File: src/rtl/match_sequencer.sv
// Match-level sequencer for the game domain: serve/play/point/over control,
// score keeping and winner declaration. All outputs are registered.
module match_sequencer #(
   parameter int unsigned SERVE_DELAY_IN_CLOCKS = 10000,
   parameter int unsigned POINT_PAUSE_IN_CLOCKS = 5000,
   parameter int unsigned WIN_SCORE             = 7,
   parameter int unsigned SCORE_WIDTH           = 4
) (
   input  logic                   clk,
   input  logic                   rst,
   input  logic                   start_pulse,
   input  logic                   ball_exit_left,
   input  logic                   ball_exit_right,
   output logic                   ball_reset,
   output logic                   ball_enable,
   output logic                   paddles_enable,
   output logic                   serve_dir,
   output logic [SCORE_WIDTH-1:0] score_1,
   output logic [SCORE_WIDTH-1:0] score_2,
   output logic                   game_over,
   output logic                   winner,
   output logic [2:0]             state_dbg
);

   localparam int unsigned MAX_DELAY = (SERVE_DELAY_IN_CLOCKS > POINT_PAUSE_IN_CLOCKS) ?
                                       SERVE_DELAY_IN_CLOCKS : POINT_PAUSE_IN_CLOCKS;
   localparam int unsigned CNT_W     = (MAX_DELAY > 1) ? $clog2(MAX_DELAY) : 1;

   typedef enum logic [2:0] {
      IDLE  = 3'd0,
      SERVE = 3'd1,
      PLAY  = 3'd2,
      POINT = 3'd3,
      OVER  = 3'd4
   } state_t;

   state_t                 r_state;
   logic [CNT_W-1:0]       r_cnt;
   logic [SCORE_WIDTH-1:0] r_score_1;
   logic [SCORE_WIDTH-1:0] r_score_2;
   logic                   r_serve_dir;
   logic                   r_winner;
   logic                   r_ball_reset;
   logic                   r_ball_enable;
   logic                   r_paddles_enable;
   logic                   r_game_over;

   logic [SCORE_WIDTH-1:0] w_score_1_inc;
   logic [SCORE_WIDTH-1:0] w_score_2_inc;
   logic                   w_serve_done;
   logic                   w_point_done;

   assign w_score_1_inc = r_score_1 + 1'b1;
   assign w_score_2_inc = r_score_2 + 1'b1;
   assign w_serve_done  = (r_cnt == CNT_W'(SERVE_DELAY_IN_CLOCKS - 1));
   assign w_point_done  = (r_cnt == CNT_W'(POINT_PAUSE_IN_CLOCKS - 1));

   // Output registers are loaded on the edge that enters each state, so they
   // always equal the Moore decode of the current state/counter.
   always_ff @(posedge clk or posedge rst) begin
      if (rst) begin
         r_state          <= IDLE;
         r_cnt            <= '0;
         r_score_1        <= '0;
         r_score_2        <= '0;
         r_serve_dir      <= 1'b0;
         r_winner         <= 1'b0;
         r_ball_reset     <= 1'b0;
         r_ball_enable    <= 1'b0;
         r_paddles_enable <= 1'b0;
         r_game_over      <= 1'b0;
      end else begin
         r_ball_reset <= 1'b0;
         case (r_state)
            IDLE: begin
               if (start_pulse) begin
                  r_state          <= SERVE;
                  r_cnt            <= '0;
                  r_ball_reset     <= 1'b1;
                  r_paddles_enable <= 1'b1;
               end
            end
            SERVE: begin
               if (w_serve_done) begin
                  r_state       <= PLAY;
                  r_cnt         <= '0;
                  r_ball_enable <= 1'b1;
               end else begin
                  r_cnt <= r_cnt + 1'b1;
               end
            end
            PLAY: begin
               if (ball_exit_left || ball_exit_right) begin
                  r_cnt            <= '0;
                  r_ball_enable    <= 1'b0;
                  r_paddles_enable <= 1'b0;
                  r_state          <= POINT;
                  if (ball_exit_left && !ball_exit_right) begin
                     r_score_2   <= w_score_2_inc;
                     r_serve_dir <= 1'b0;
                     if (w_score_2_inc == SCORE_WIDTH'(WIN_SCORE)) begin
                        r_state     <= OVER;
                        r_winner    <= 1'b1;
                        r_game_over <= 1'b1;
                     end
                  end else if (ball_exit_right && !ball_exit_left) begin
                     r_score_1   <= w_score_1_inc;
                     r_serve_dir <= 1'b1;
                     if (w_score_1_inc == SCORE_WIDTH'(WIN_SCORE)) begin
                        r_state     <= OVER;
                        r_winner    <= 1'b0;
                        r_game_over <= 1'b1;
                     end
                  end
               end
            end
            POINT: begin
               if (w_point_done) begin
                  r_state          <= SERVE;
                  r_cnt            <= '0;
                  r_ball_reset     <= 1'b1;
                  r_paddles_enable <= 1'b1;
               end else begin
                  r_cnt <= r_cnt + 1'b1;
               end
            end
            OVER: begin
               if (start_pulse) begin
                  r_state          <= SERVE;
                  r_cnt            <= '0;
                  r_score_1        <= '0;
                  r_score_2        <= '0;
                  r_serve_dir      <= 1'b0;
                  r_winner         <= 1'b0;
                  r_game_over      <= 1'b0;
                  r_ball_reset     <= 1'b1;
                  r_paddles_enable <= 1'b1;
               end
            end
            default: begin
               r_state <= IDLE;
               r_cnt   <= '0;
            end
         endcase
      end
   end

   assign ball_reset     = r_ball_reset;
   assign ball_enable    = r_ball_enable;
   assign paddles_enable = r_paddles_enable;
   assign serve_dir      = r_serve_dir;
   assign score_1        = r_score_1;
   assign score_2        = r_score_2;
   assign game_over      = r_game_over;
   assign winner         = r_winner;
   assign state_dbg      = r_state;

endmodule

File: config.mk
export PLATFORM = sky130hd
export DESIGN_NAME = match_sequencer
export DESIGN_NICKNAME = d
export VERILOG_FILES = /design/src/rtl/match_sequencer.sv
export SDC_FILE = /design/constraint.sdc
export NUM_CORES = 1
export LEC_CHECK = 0
export ABC_AREA = 0
export BUFFER_PORTS_ARGS = -buffer_cell sky130_fd_sc_hd__buf_2
export CAP_MARGIN = 20
export CORE_ASPECT_RATIO = 1.4
export CORE_MARGIN = 5
export CORE_UTILIZATION = 50
export CTS_CLUSTER_SIZE = 25
export DETAILED_ROUTE_END_ITERATION = 8
export PLACE_DENSITY_LB_ADDON = 0.12
export SYNTH_ARGS = -nofsm -noshare
export SYNTH_HDL_FRONTEND = slang
export SYNTH_SLANG_ARGS = --single-unit
File: constraint.sdc
create_clock -name clk -period 2.4 [get_ports clk]
set_input_delay 0.36 -clock clk [delete_from_list [all_inputs] [get_ports clk]]
set_output_delay 0.36 -clock clk [all_outputs]
set_load 0.02 [all_outputs]
**After elaboration in Yosys (flattened, before gate mapping)**

Cells that the tools add are included.

- Muxes and demuxes: 47
- Divide/modulo/power cells: 0
- Equality and inequality tests: 19
- Add/subtract/negate cells: 3
- Shift operators: 0
- $lt $le $gt $ge: 0
- Reductions and logical operators: 18
- Multipliers: 0
- Bitwise logic cells: 0

Operators by type and width:

| operator | number |
|---|---|
| $mux W14 | 4 |
| $pmux W14 S4 | 1 |
| $mux W3 | 8 |
| $mux W4 | 6 |
| $mux W1 | 19 |
| $pmux W4 S2 | 2 |
| $reduce_and A4 Y1 | 4 |
| $add A14 B1 Y14 const B | 1 |
| $eq A14 B13 Y1 const B | 1 |
| $eq A14 B14 Y1 const B | 1 |
| $ne A2 B2 Y1 const B | 7 |
| $pmux W3 S4 | 1 |
| $pmux W1 S2 | 5 |
| $ne A3 B3 Y1 const B | 3 |
| $add A4 B1 Y4 const B | 2 |
| $eq A4 B3 Y1 const B | 2 |
| $eq A3 B2 Y1 const B | 2 |
| $reduce_and A6 Y1 | 1 |
| $reduce_and A5 Y1 | 1 |
| $reduce_bool A2 Y1 | 2 |
| $eq A3 B1 Y1 const B | 1 |
| $eq A3 B3 Y1 const B | 1 |
| $logic_not A3 Y1 | 1 |
| $pmux W1 S3 | 1 |
| 8 further kinds | 10 |

- Register bits: 31
- Bits in writable memories: 0
- Output and inout bits: 17
- Bits in read-only memories: 0
- Input port bits: 5
- Logic and storage cells: 97
- Latch bits: 0
- Memories: 0

**Depth between registers and ports, before layout**

Gate-level depths: netlist of run 1.

- Depth after elaboration: 7
- Depth in mapped cells: 8

**Worst setup path before layout of run 1**

OpenSTA, ideal clock, no wires.

- Path kind: reg-to-reg
- Start point: register r_cnt[6]
- End point: register r_cnt[7]
- Clock period less this slack: 1.940 ns
- Cell stages (with the launch flop): 7
- Arrival time: 1.810 ns
- Required time: 2.270 ns
- Setup slack: 0.460 ns
- Buffers on the path: 1
- Cells stage by stage: dfrtp_1 > or4_4 > o41ai_4 > o21ai_2 > buf_6 > a21oi_2 > mux2i_1

- Longest elaborated chain between the ends: 3
- Elaborated cells between the ends (all ways): 6
- Classes of those cells: add/sub (1); eq/ne (2); mux (3)

RTL lines:

| what | RTL line | source |
|---|---|---|
| start, declared | 38 | `logic [CNT_W-1:0] r_cnt;` |
| start signal, assigned | 89 | `r_cnt <= r_cnt + 1'b1;` |
| start signal, assigned | 124 | `r_cnt <= r_cnt + 1'b1;` |
| $add A14 B1 Y14, or another cell as far along | 89, 124 |  |
| $mux W14, on equally long branches | 118, 84 |  |
| $pmux W14 S4 (*) | 74 | `case (r_state)` |

Every way passes the cells marked *; elsewhere a longest branch is shown, timed or not.
A chain may end at the register's enable or synchronous reset.

**Worst setup path after layout of run 1**

- Start point: register r_cnt[6]
- End point: register r_cnt[4]

- Longest elaborated chain between the ends: 3
- Elaborated cells between the ends (all ways): 5
- Classes of those cells: eq/ne (2); mux (3)

RTL lines:

| what | RTL line |
|---|---|
| $eq A14 B13 Y1 or $eq A14 B14 Y1 (tied branches) | 56, 55 |
| $mux W14, on equally long branches | 118, 84 |
| $pmux W14 S4 (*) | 74 |

Marked as above.

==> flow_metrics.py, run 1 <==
metrics = {
    "clocking": {
        "cts_root_buffer": "clkbuf_8",
        "cts.repair.resized": 0,
        "cts_setup_buffers": 0,
        "holdBufCountCts": 0,
        "cts.sinks": 31,
        "cts_made_buffers": 5,
        "h-tree-depth": 2,
        "cts.reportedPaths.clkPinSlew_ns": 0.07,
        "clkLatencyLatePin_ns": 0.29,
        "cts_tree": "yes",
        "clockBufferDepth": 2,
    },
    "finish": {
        "multiInputGateArea_sq_mm": 0.00107,
        "syn_to_final_growth_pct": 12.7,
        "final_util_pct": 59.0,
        "final_common_cell": "dfrtp_1",
        "final_cell_mix": "31 x dfrtp_1, 24 x nand2_1, 21 x buf_2",
        "drive_above_1_share_pct": 18.4,
        "seqCellArea_sq_um": 776,
        "nFillCells": 336,
        "n_antenna_cell": 0,
        "num-nets-final": 252,
    },
    "logic_synthesis": {
        "netlist_instances": 214,
        "synth.avg_cell_area_sq_um": 9.00,
        "syn-num-nets": 227,
        "yosys.area.top_type": "dfrtp_1",
        "synth_area_sq_mm": 0.00193,
        "synth-edff-count": 0,
        "ys_top_cells_by_area": "dfrtp_1 40%, ha_1 5.2%, nand2_1 4.7%",
        "synth_top_area_share_pct": 40.3,
        "synth-main-ff-cell": "dfrtp_1",
        "async_reset_ff_share_pct": 100,
        "yosysWarningCount": 0,
        "ys_ff_latch": 31,
        "ys_types": 49,
        "seq_area_frac_synth_pct": 40.3,
    },
    "timing": {
        "tightest_slew_ns": 0.585,
        "fin_crit_sh_pct": 90.1,
        "hold_viol": 0,
        "fin_crit_ns": 2.16,
        "setup_tns_ns": 0,
        "skew_ns": 0.00799,
        "setup_viol": 0,
        "drv_slew": 0,
        "fmax_mhz": 462,
        "slew_headroom_pct": 61.0,
        "hold-worst-slack_ns": 0.140,
        "rsz0062_at_grt": "no",
    },
    "route": {
        "ant_nets": 0,
        "wl_mm": 4.53,
        "via_per_inst": 5.97,
        "drtPass1Iterations": 4,
        "drtIter0Drc": 118,
        "vias": 1678,
        "wl_per_cell_um": 16.1,
        "drc": 0,
    },
    "floorplan": {
        "dieArea_sq_mm": 0.00521,
        "core-area_sq_mm": 0.00368,
        "start_util_pct": 52.4,
        "io_pins": 22,
        "die_y_um": 83.4,
        "die_w_um": 62.5,
        "rows": 26,
    },
    "grt": {
        "antenna_found_initial": 0,
        "grt_pass1_wl_mm": 7.88,
        "grt_max_degree": 32,
        "grt-ovfl-total": 0,
        "grt_pass1_vias": 1769,
        "grt_usage_pct": 18.4,
    },
    "critical_path": {
        "worstSetupPathType": "flip-flop to flip-flop",
        "cp.required_ns": 2.57,
        "endpoint_kind": "flip-flop",
        "r2r_end": "r_cnt[4]",
        "r2r-start": "r_cnt[6]",
        "reg2reg_slack_ns": 0.24,
        "arrival_ns": 2.33,
        "reg2regPathDepth": 5,
        "worstSetupStartpointType": "flip-flop",
        "critPathMaxFanout": 14,
    },
    "run": {
        "drv_cap": 0,
    },
    "power": {
        "max-vdd-ir-drop_mv": 0.472,
        "power_density_mw_per_mm2": 819,
        "p_leak_nw": 0.992,
    },
    "placed_design": {
        "gp_congestion": 0.882,
        "io_buffers": 21,
        "dp_hpwl_mm": 3.39,
    },
    "outcome": {
        "outcome": "completed",
    },
    "min_path": {
        "min_path_type": "primary input to async pin",
    },
}
## per-stage QoR
step | power [mW] | cell area (sq um) | cells | setup WS, ns
global placement | 1.32 | 2080 | 274 | 0.335
global route | 1.90 | 2170 | 281 | 0.0639
detailed placement | 1.36 | 2080 | 274 | 0.248
finish | 1.78 | 2170 | 281 | 0.237
floorplan | 1.21 | 1930 | 214 | 0.460
CTS | 1.79 | 2170 | 281 | 0.242
## cells in the mapped netlist, drive strengths merged, types with 6 or more instances
cell    number
o21ai       18
dfrtp       31
xor2         6
nor2        17
nand3       10
inv         12
nor2b        6
ha           8
a31oi        8
nand2       24
nand4        7
a21oi       12
clkbuf       6
## final cells by class
type / instances / share of cell area (%)
clock inverter: 1 / 0.231
tap: 42 / 2.42
timing repair buffer: 26 / 6.57
sequential: 31 / 35.8
inverter: 12 / 2.08
clock buffer: 6 / 3.81
multi-input combinational: 163 / 49.1
## per-layer routing
| metal | routed length, um | vias to the layer above | track usage [%] |
|---|---|---|---|
| li1 | - | 827 | - |
| met1 | 1850 | 799 | 19.1 |
| met2 | 2430 | 40 | 34.2 |
| met3 | 119 | 12 | 2.70 |
| met4 | 142 | 0 | 10.2 |
| met5 | 0 | - | 0 |
## critical path, stage by stage (launching register included)
cell and delay, ns:
dfrtp_1 0.42, or4_4 0.59, o41ai_4 0.42, o21ai_2 0.25, a41oi_1 0.29, a31oi_1 0.06
## flip-flops by register name, summed over array words and instances (netlist names)
| name | cells |
|---|---|
| score_2 | 4 |
| game_over | 1 |
| score_1 | 4 |
| r_cnt | 14 |
| state_dbg | 3 |
| ball_enable | 1 |
| winner | 1 |
| paddles_enable | 1 |
| serve_dir | 1 |
| ball_reset | 1 |
## worst max-delay path by stage
stage                   start  endpoint  slack [ns]  cells past startpoint
3_3_place_gp   ball_exit_left    winner        0.34                      8
6_report             r_cnt[6]  r_cnt[4]        0.24                      5
4_1_cts              r_cnt[6]  r_cnt[4]        0.24                      5
2_1_floorplan        r_cnt[6]  r_cnt[7]        0.46                      6
5_1_grt              r_cnt[0]  r_cnt[4]        0.06                      6
3_5_place_dp         r_cnt[6]  r_cnt[4]        0.25                      5
## where the power goes
group	switching, mW	internal [mW]
clock network	0.199	0.225
logic	0.355	0.239
registers	0.138	0.621
## cell families (layout without fill, tap and decap cells)
family / count (synthesis) / in the layout / share of synthesized area, %
and+or+nand+nor: 89 / 89 / 25.1
muxes: 1 / 1 / 0.520
buffers and inverters: 20 / 45 / 4.35
xor gates and xnor gates: 7 / 7 / 3.18
adders and majority gates: 8 / 8 / 5.20
AOI/OAI and AO/OA: 58 / 58 / 21.3
DFF: 31 / 31 / 40.3
Power figures use the tool's default switching activity.
==> run 2: changes to the inputs <==
--- a/config.mk
+++ b/config.mk
@@ -11,6 +11,7 @@
 export CORE_ASPECT_RATIO = 1.4
 export CORE_MARGIN = 5
 export CORE_UTILIZATION = 50
+export CTS_BUF_LIST = sky130_fd_sc_hd__clkbuf_16
 export CTS_CLUSTER_SIZE = 25
 export DETAILED_ROUTE_END_ITERATION = 8
 export PLACE_DENSITY_LB_ADDON = 0.12
==> run 2 against run 1 <==
  * Core utilization up 1.3 points
  * Non-clock buffer count unchanged
  * Cell area rose by 2.1%
  * Largest power group unchanged
==> flow_metrics.py, run 2 (synthesized netlist as in run 1, its figures left out) <==
metrics = {
    "finish": {
        "top_register": "r_cnt",
        "multiInputGateArea_sq_mm": 0.00107,
        "nFillCells": 331,
        "num-nets-final": 252,
        "seqCellArea_sq_um": 776,
        "n_antenna_cell": 0,
        "final_common_cell": "dfrtp_1",
        "final_area_sq_mm": 0.00222,
        "syn_to_final_growth_pct": 15.1,
        "final_util_pct": 60.3,
        "drive_above_1_share_pct": 18.0,
        "final_cell_mix": "31 x dfrtp_1, 24 x nand2_1, 21 x buf_2",
        "largest_reg_flops": 14,
    },
    "grt": {
        "met1_usage_pct": 19.2,
        "grt_usage_pct": 18.2,
        "grt_pass1_vias": 1740,
        "grt_max_degree": 32,
        "grt-ovfl-total": 0,
        "grt_util_met2_pct": 33.4,
        "top_usage_layer": "met2",
        "grt_pass1_wl_mm": 7.82,
        "antenna_found_initial": 0,
        "met3_usage_pct": 3.11,
    },
    "critical_path": {
        "worstSetupStartpointType": "flip-flop",
        "crit_path_max_incr_delay_ns": 0.45,
        "reg2regPathDepth": 6,
        "worstSetupPathType": "flip-flop to flip-flop",
        "arrival_ns": 2.32,
        "cp.required_ns": 2.55,
        "critical_path_buf_inv_count": 0,
        "critPathSlowestCell": "o41ai_4",
        "cp.depth": 6,
        "endpoint_kind": "flip-flop",
        "path_delay_family": "compound AO/OA/AOI/OAI gates",
        "critPathMaxFanout": 14,
        "crit_chain": "ha_1 -> nand3_1 -> o41ai_4 -> o21ai_2 -> a41oi_1 -> a31oi_1",
    },
    "timing": {
        "rsz0062_at_grt": "no",
        "fin_crit_sh_pct": 90.4,
        "hold_viol": 0,
        "tightest_slew_ns": 0.587,
        "slew_headroom_pct": 60.9,
        "drv_slew": 0,
        "setup_slack_ns": 0.229,
        "fin_crit_ns": 2.17,
        "fmax_mhz": 461,
        "skew_ns": 0.00665,
        "setup_tns_ns": 0,
        "setup_viol": 0,
    },
    "floorplan": {
        "core-area_sq_mm": 0.00368,
        "start_util_pct": 52.4,
        "dieArea_sq_mm": 0.00521,
        "io_pins": 22,
        "rows": 26,
        "die_y_um": 83.4,
        "die_w_um": 62.5,
    },
    "clocking": {
        "holdBufCountCts": 0,
        "h-tree-depth": 2,
        "cts_tree": "yes",
        "cts_root_buffer": "clkbuf_16",
        "clockBufferDepth": 2,
        "cts.reportedPaths.clkPinSlew_ns": 0.05,
        "cts.sinks": 31,
        "cts_made_buffers": 5,
        "cts_setup_buffers": 0,
        "clkLatencyLatePin_ns": 0.28,
        "cts.repair.resized": 0,
    },
    "route": {
        "drtIter0Drc": 94,
        "drc": 0,
        "via_per_inst": 5.97,
        "drtPass1Iterations": 5,
        "ant_nets": 0,
        "wl_per_cell_um": 16.1,
        "wl_mm": 4.53,
        "vias": 1678,
    },
    "placed_design": {
        "place_ws_ns": 0.248,
        "dpl-instance-area_sq_mm": 0.00208,
        "dp_hpwl_mm": 3.39,
        "gp_congestion": 0.882,
        "io_buffers": 21,
    },
    "power": {
        "power_density_mw_per_mm2": 878,
        "p_leak_nw": 1.01,
        "max-vdd-ir-drop_mv": 0.601,
    },
    "outcome": {
        "outcome": "completed",
    },
    "min_path": {
        "min_path_type": "primary input to async pin",
    },
    "run": {
        "drv_cap": 0,
    },
}
run 2: cell count changes in the layout (fill, tap and decap cells not counted), sizes merged:
| cell | before | now |
|---|---|---|
| clkbuf | 6 | 5 |
| clkinv | 1 | 2 |
run 2: path summary, 6_finish.rpt:
path | start | to | slack [ns]
max reg2reg | r_cnt[0] | r_cnt[4] | 0.23
min reg2reg | serve_dir | serve_dir | 0.49
max | r_cnt[0] | r_cnt[4] | 0.23
min in group clk | start_pulse | state_dbg[2] | 0.32
min | rst | state_dbg[1] | 0.16
max in group asynchronous | rst | score_1[3] | 1.95
run 2: layout make-up:
cell class	instances	share of cell area [%]
Clock buffer	5	5.65
Clock inverter	2	0.395
Inverter	12	2.03
Multi-Input combinational cell	163	48.1
Sequential cell	31	35.0
Tap cell	42	2.37
Timing Repair Buffer	26	6.44
run 2: layer usage:
| layer | vias to the layer above | share of wire (%) |
|---|---|---|
| met5 | - | 0 |
| li1 | 829 | - |
| met3 | 16 | 3.1 |
| met1 | 787 | 40 |
| met2 | 46 | 54 |
| met4 | 0 | 3.3 |
run 2: report_power, final:
group,internal [mW],switching [mW],total [mW]
logic,0.239,0.358,0.596
clock network,0.372,0.217,0.589
registers,0.622,0.139,0.761
run 2: metrics by stage:
step	hold WS (ns)	std cells	total power, mW
after floorplan	0.454	214	1.21
after global placement	0.454	274	1.32
after detailed placement	0.467	274	1.36
after CTS	0.169	281	1.96
after global routing	0.203	281	2.07
final	0.156	281	1.95
run 2: worst register-to-register path, stage by stage (launching register included):
cell and delay, ns:
dfrtp_1 0.40, ha_1 0.32, nand3_1 0.27, o41ai_4 0.45, o21ai_2 0.26, a41oi_1 0.29
a31oi_1 0.06
==> run 3: changes to the inputs <==
--- a/config.mk
+++ b/config.mk
@@ -6,7 +6,6 @@
 export NUM_CORES = 1
 export LEC_CHECK = 0
 export ABC_AREA = 0
-export BUFFER_PORTS_ARGS = -buffer_cell sky130_fd_sc_hd__buf_2
 export CAP_MARGIN = 20
 export CORE_ASPECT_RATIO = 1.4
 export CORE_MARGIN = 5
@@ -14,6 +13,7 @@
 export CTS_BUF_LIST = sky130_fd_sc_hd__clkbuf_16
 export CTS_CLUSTER_SIZE = 25
 export DETAILED_ROUTE_END_ITERATION = 8
+export DONT_BUFFER_PORTS = 1
 export PLACE_DENSITY_LB_ADDON = 0.12
 export SYNTH_ARGS = -nofsm -noshare
 export SYNTH_HDL_FRONTEND = slang
==> run 3 against run 2 <==
  * Core utilization is 2.6 points lower
  * Sequential share of layout area rose by 1.6 points
  * Critical path depth is 1 lower
  * Non-clock buffer count fell by 20
  * Critical endpoint unchanged
  * Maximum frequency fell by 1.2%
  * Combinational power shrank 14%
  * Count of clock-buffer cells in the layout stayed put
  * Critical path type unchanged
==> flow_metrics.py, run 3 (synthesized netlist as in run 1, its figures left out) <==
metrics = {
    "outcome": {
        "outcome": "completed",
    },
    "finish": {
        "final_cell_mix": "31 x dfrtp_1, 24 x nand2_1, 17 x nor2_1",
        "final_area_sq_mm": 0.00212,
        "nFillCells": 340,
        "top_register": "r_cnt",
        "largest_reg_flops": 14,
        "drive_above_1_share_pct": 10.0,
        "final_cells": 262,
        "n_antenna_cell": 0,
        "num-nets-final": 232,
        "final_util_pct": 57.7,
        "syn_to_final_growth_pct": 10.1,
        "final_common_cell": "dfrtp_1",
    },
    "clocking": {
        "cts_setup_buffers": 0,
        "cts.sinks": 31,
        "h-tree-depth": 2,
        "cts_tree": "yes",
        "holdBufCountCts": 0,
        "clockBufferDepth": 2,
        "cts.repair.resized": 0,
        "cts_made_buffers": 5,
        "cts_root_buffer": "clkbuf_16",
        "clkLatencyLatePin_ns": 0.28,
        "cts.reportedPaths.clkPinSlew_ns": 0.05,
    },
    "timing": {
        "setup_viol": 0,
        "fin_crit_ns": 2.20,
        "hold_viol": 0,
        "fin_crit_sh_pct": 91.5,
        "slew_headroom_pct": 62.3,
        "drv_slew": 0,
        "tightest_slew_ns": 0.566,
        "rsz0062_at_grt": "no",
        "skew_ns": 0.00626,
        "setup_slack_ns": 0.204,
        "fmax_mhz": 455,
        "setup_tns_ns": 0,
    },
    "critical_path": {
        "reg2reg_slack_ns": 0.20,
        "crit_path_max_incr_delay_ns": 0.59,
        "path_delay_family": "compound AO/OA/AOI/OAI gates",
        "endpoint_kind": "flip-flop",
        "crit_chain": "or4_4 -> o41ai_4 -> o21ai_2 -> a41oi_1 -> a31oi_1",
        "critical_path_buf_inv_count": 0,
        "critPathMaxFanout": 14,
        "cp.required_ns": 2.55,
        "worstSetupPathType": "flip-flop to flip-flop",
        "r2r_end": "r_cnt[4]",
        "critPathSlowestCell": "or4_4",
        "arrival_ns": 2.34,
        "worstSetupStartpointType": "flip-flop",
        "r2r-start": "r_cnt[6]",
        "reg2regPathDepth": 5,
    },
    "route": {
        "wl_mm": 4.23,
        "wl_per_cell_um": 16.1,
        "via_per_inst": 6.15,
        "drtPass1Iterations": 4,
        "drtIter0Drc": 101,
        "ant_nets": 0,
        "drc": 0,
        "vias": 1612,
    },
    "placed_design": {
        "dpl-instance-area_sq_mm": 0.00198,
        "dp.cells": 254,
        "gp_congestion": 0.933,
        "place_ws_ns": 0.233,
        "dp_hpwl_mm": 3.12,
        "io_buffers": 0,
    },
    "grt": {
        "grt_pass1_vias": 1564,
        "antenna_found_initial": 0,
        "grt-ovfl-total": 0,
        "grt_usage_pct": 16.7,
        "grt_max_degree": 32,
        "grt_pass1_wl_mm": 7.05,
    },
    "floorplan": {
        "rows": 26,
        "io_pins": 22,
        "start_util_pct": 52.4,
        "core-area_sq_mm": 0.00368,
        "die_w_um": 62.5,
        "dieArea_sq_mm": 0.00521,
        "die_y_um": 83.4,
    },
    "min_path": {
        "min_path_type": "primary input to async pin",
    },
    "run": {
        "drv_cap": 0,
    },
    "power": {
        "p_leak_nw": 0.924,
        "max-vdd-ir-drop_mv": 0.717,
        "power_density_mw_per_mm2": 900,
    },
}
run 3: cell types whose count changed in the layout (fill, tap and decap cells not counted):
cell	delta
inv_1	+1
clkinv_1	+1
buf_2	-21
buf_4	+1
clkinv_2	-1
run 3: per-layer routing:
| layer | global-route usage, % | up-vias | share of wire, % |
|---|---|---|---|
| li1 | - | 791 | - |
| met1 | 16.5 | 770 | 39 |
| met2 | 30.2 | 41 | 53 |
| met3 | 5.41 | 10 | 5.6 |
| met4 | 8.69 | 0 | 2.5 |
| met5 | 0 | - | 0 |
run 3: worst max-delay path by stage:
stage	startpoint	to	slack, ns	cells past startpoint
2_1_floorplan	r_cnt[6]	r_cnt[7]	0.46	6
3_3_place_gp	r_cnt[6]	r_cnt[4]	0.33	5
3_5_place_dp	r_cnt[6]	r_cnt[4]	0.23	5
4_1_cts	r_cnt[6]	r_cnt[4]	0.22	5
5_1_grt	r_cnt[0]	r_cnt[4]	0.08	6
6_report	r_cnt[6]	r_cnt[4]	0.20	5
run 3: cell type report:
class | count | area, sq um | area share [%]
Sequential cell | 31 | 776 | 36.6
Clock inverter | 3 | 11.3 | 0.531
Timing Repair Buffer | 6 | 45.0 | 2.12
Tap cell | 42 | 52.6 | 2.48
Inverter | 12 | 45.0 | 2.12
Clock buffer | 5 | 125 | 5.90
Multi-Input combinational cell | 163 | 1070 | 50.3
run 3: power by group:
group / internal [mW] / switching [mW]
Combinational: 0.219 / 0.296
Sequential: 0.622 / 0.183
Clock: 0.372 / 0.216
run 3: through the flow:
stage                     power, mW  hold slack, ns
after CTS                      1.92          0.0628
after global routing           2.03          0.0906
after detailed placement       1.32           0.359
after global placement         1.30           0.353
after floorplan                1.21           0.454
final                          1.91          0.0529
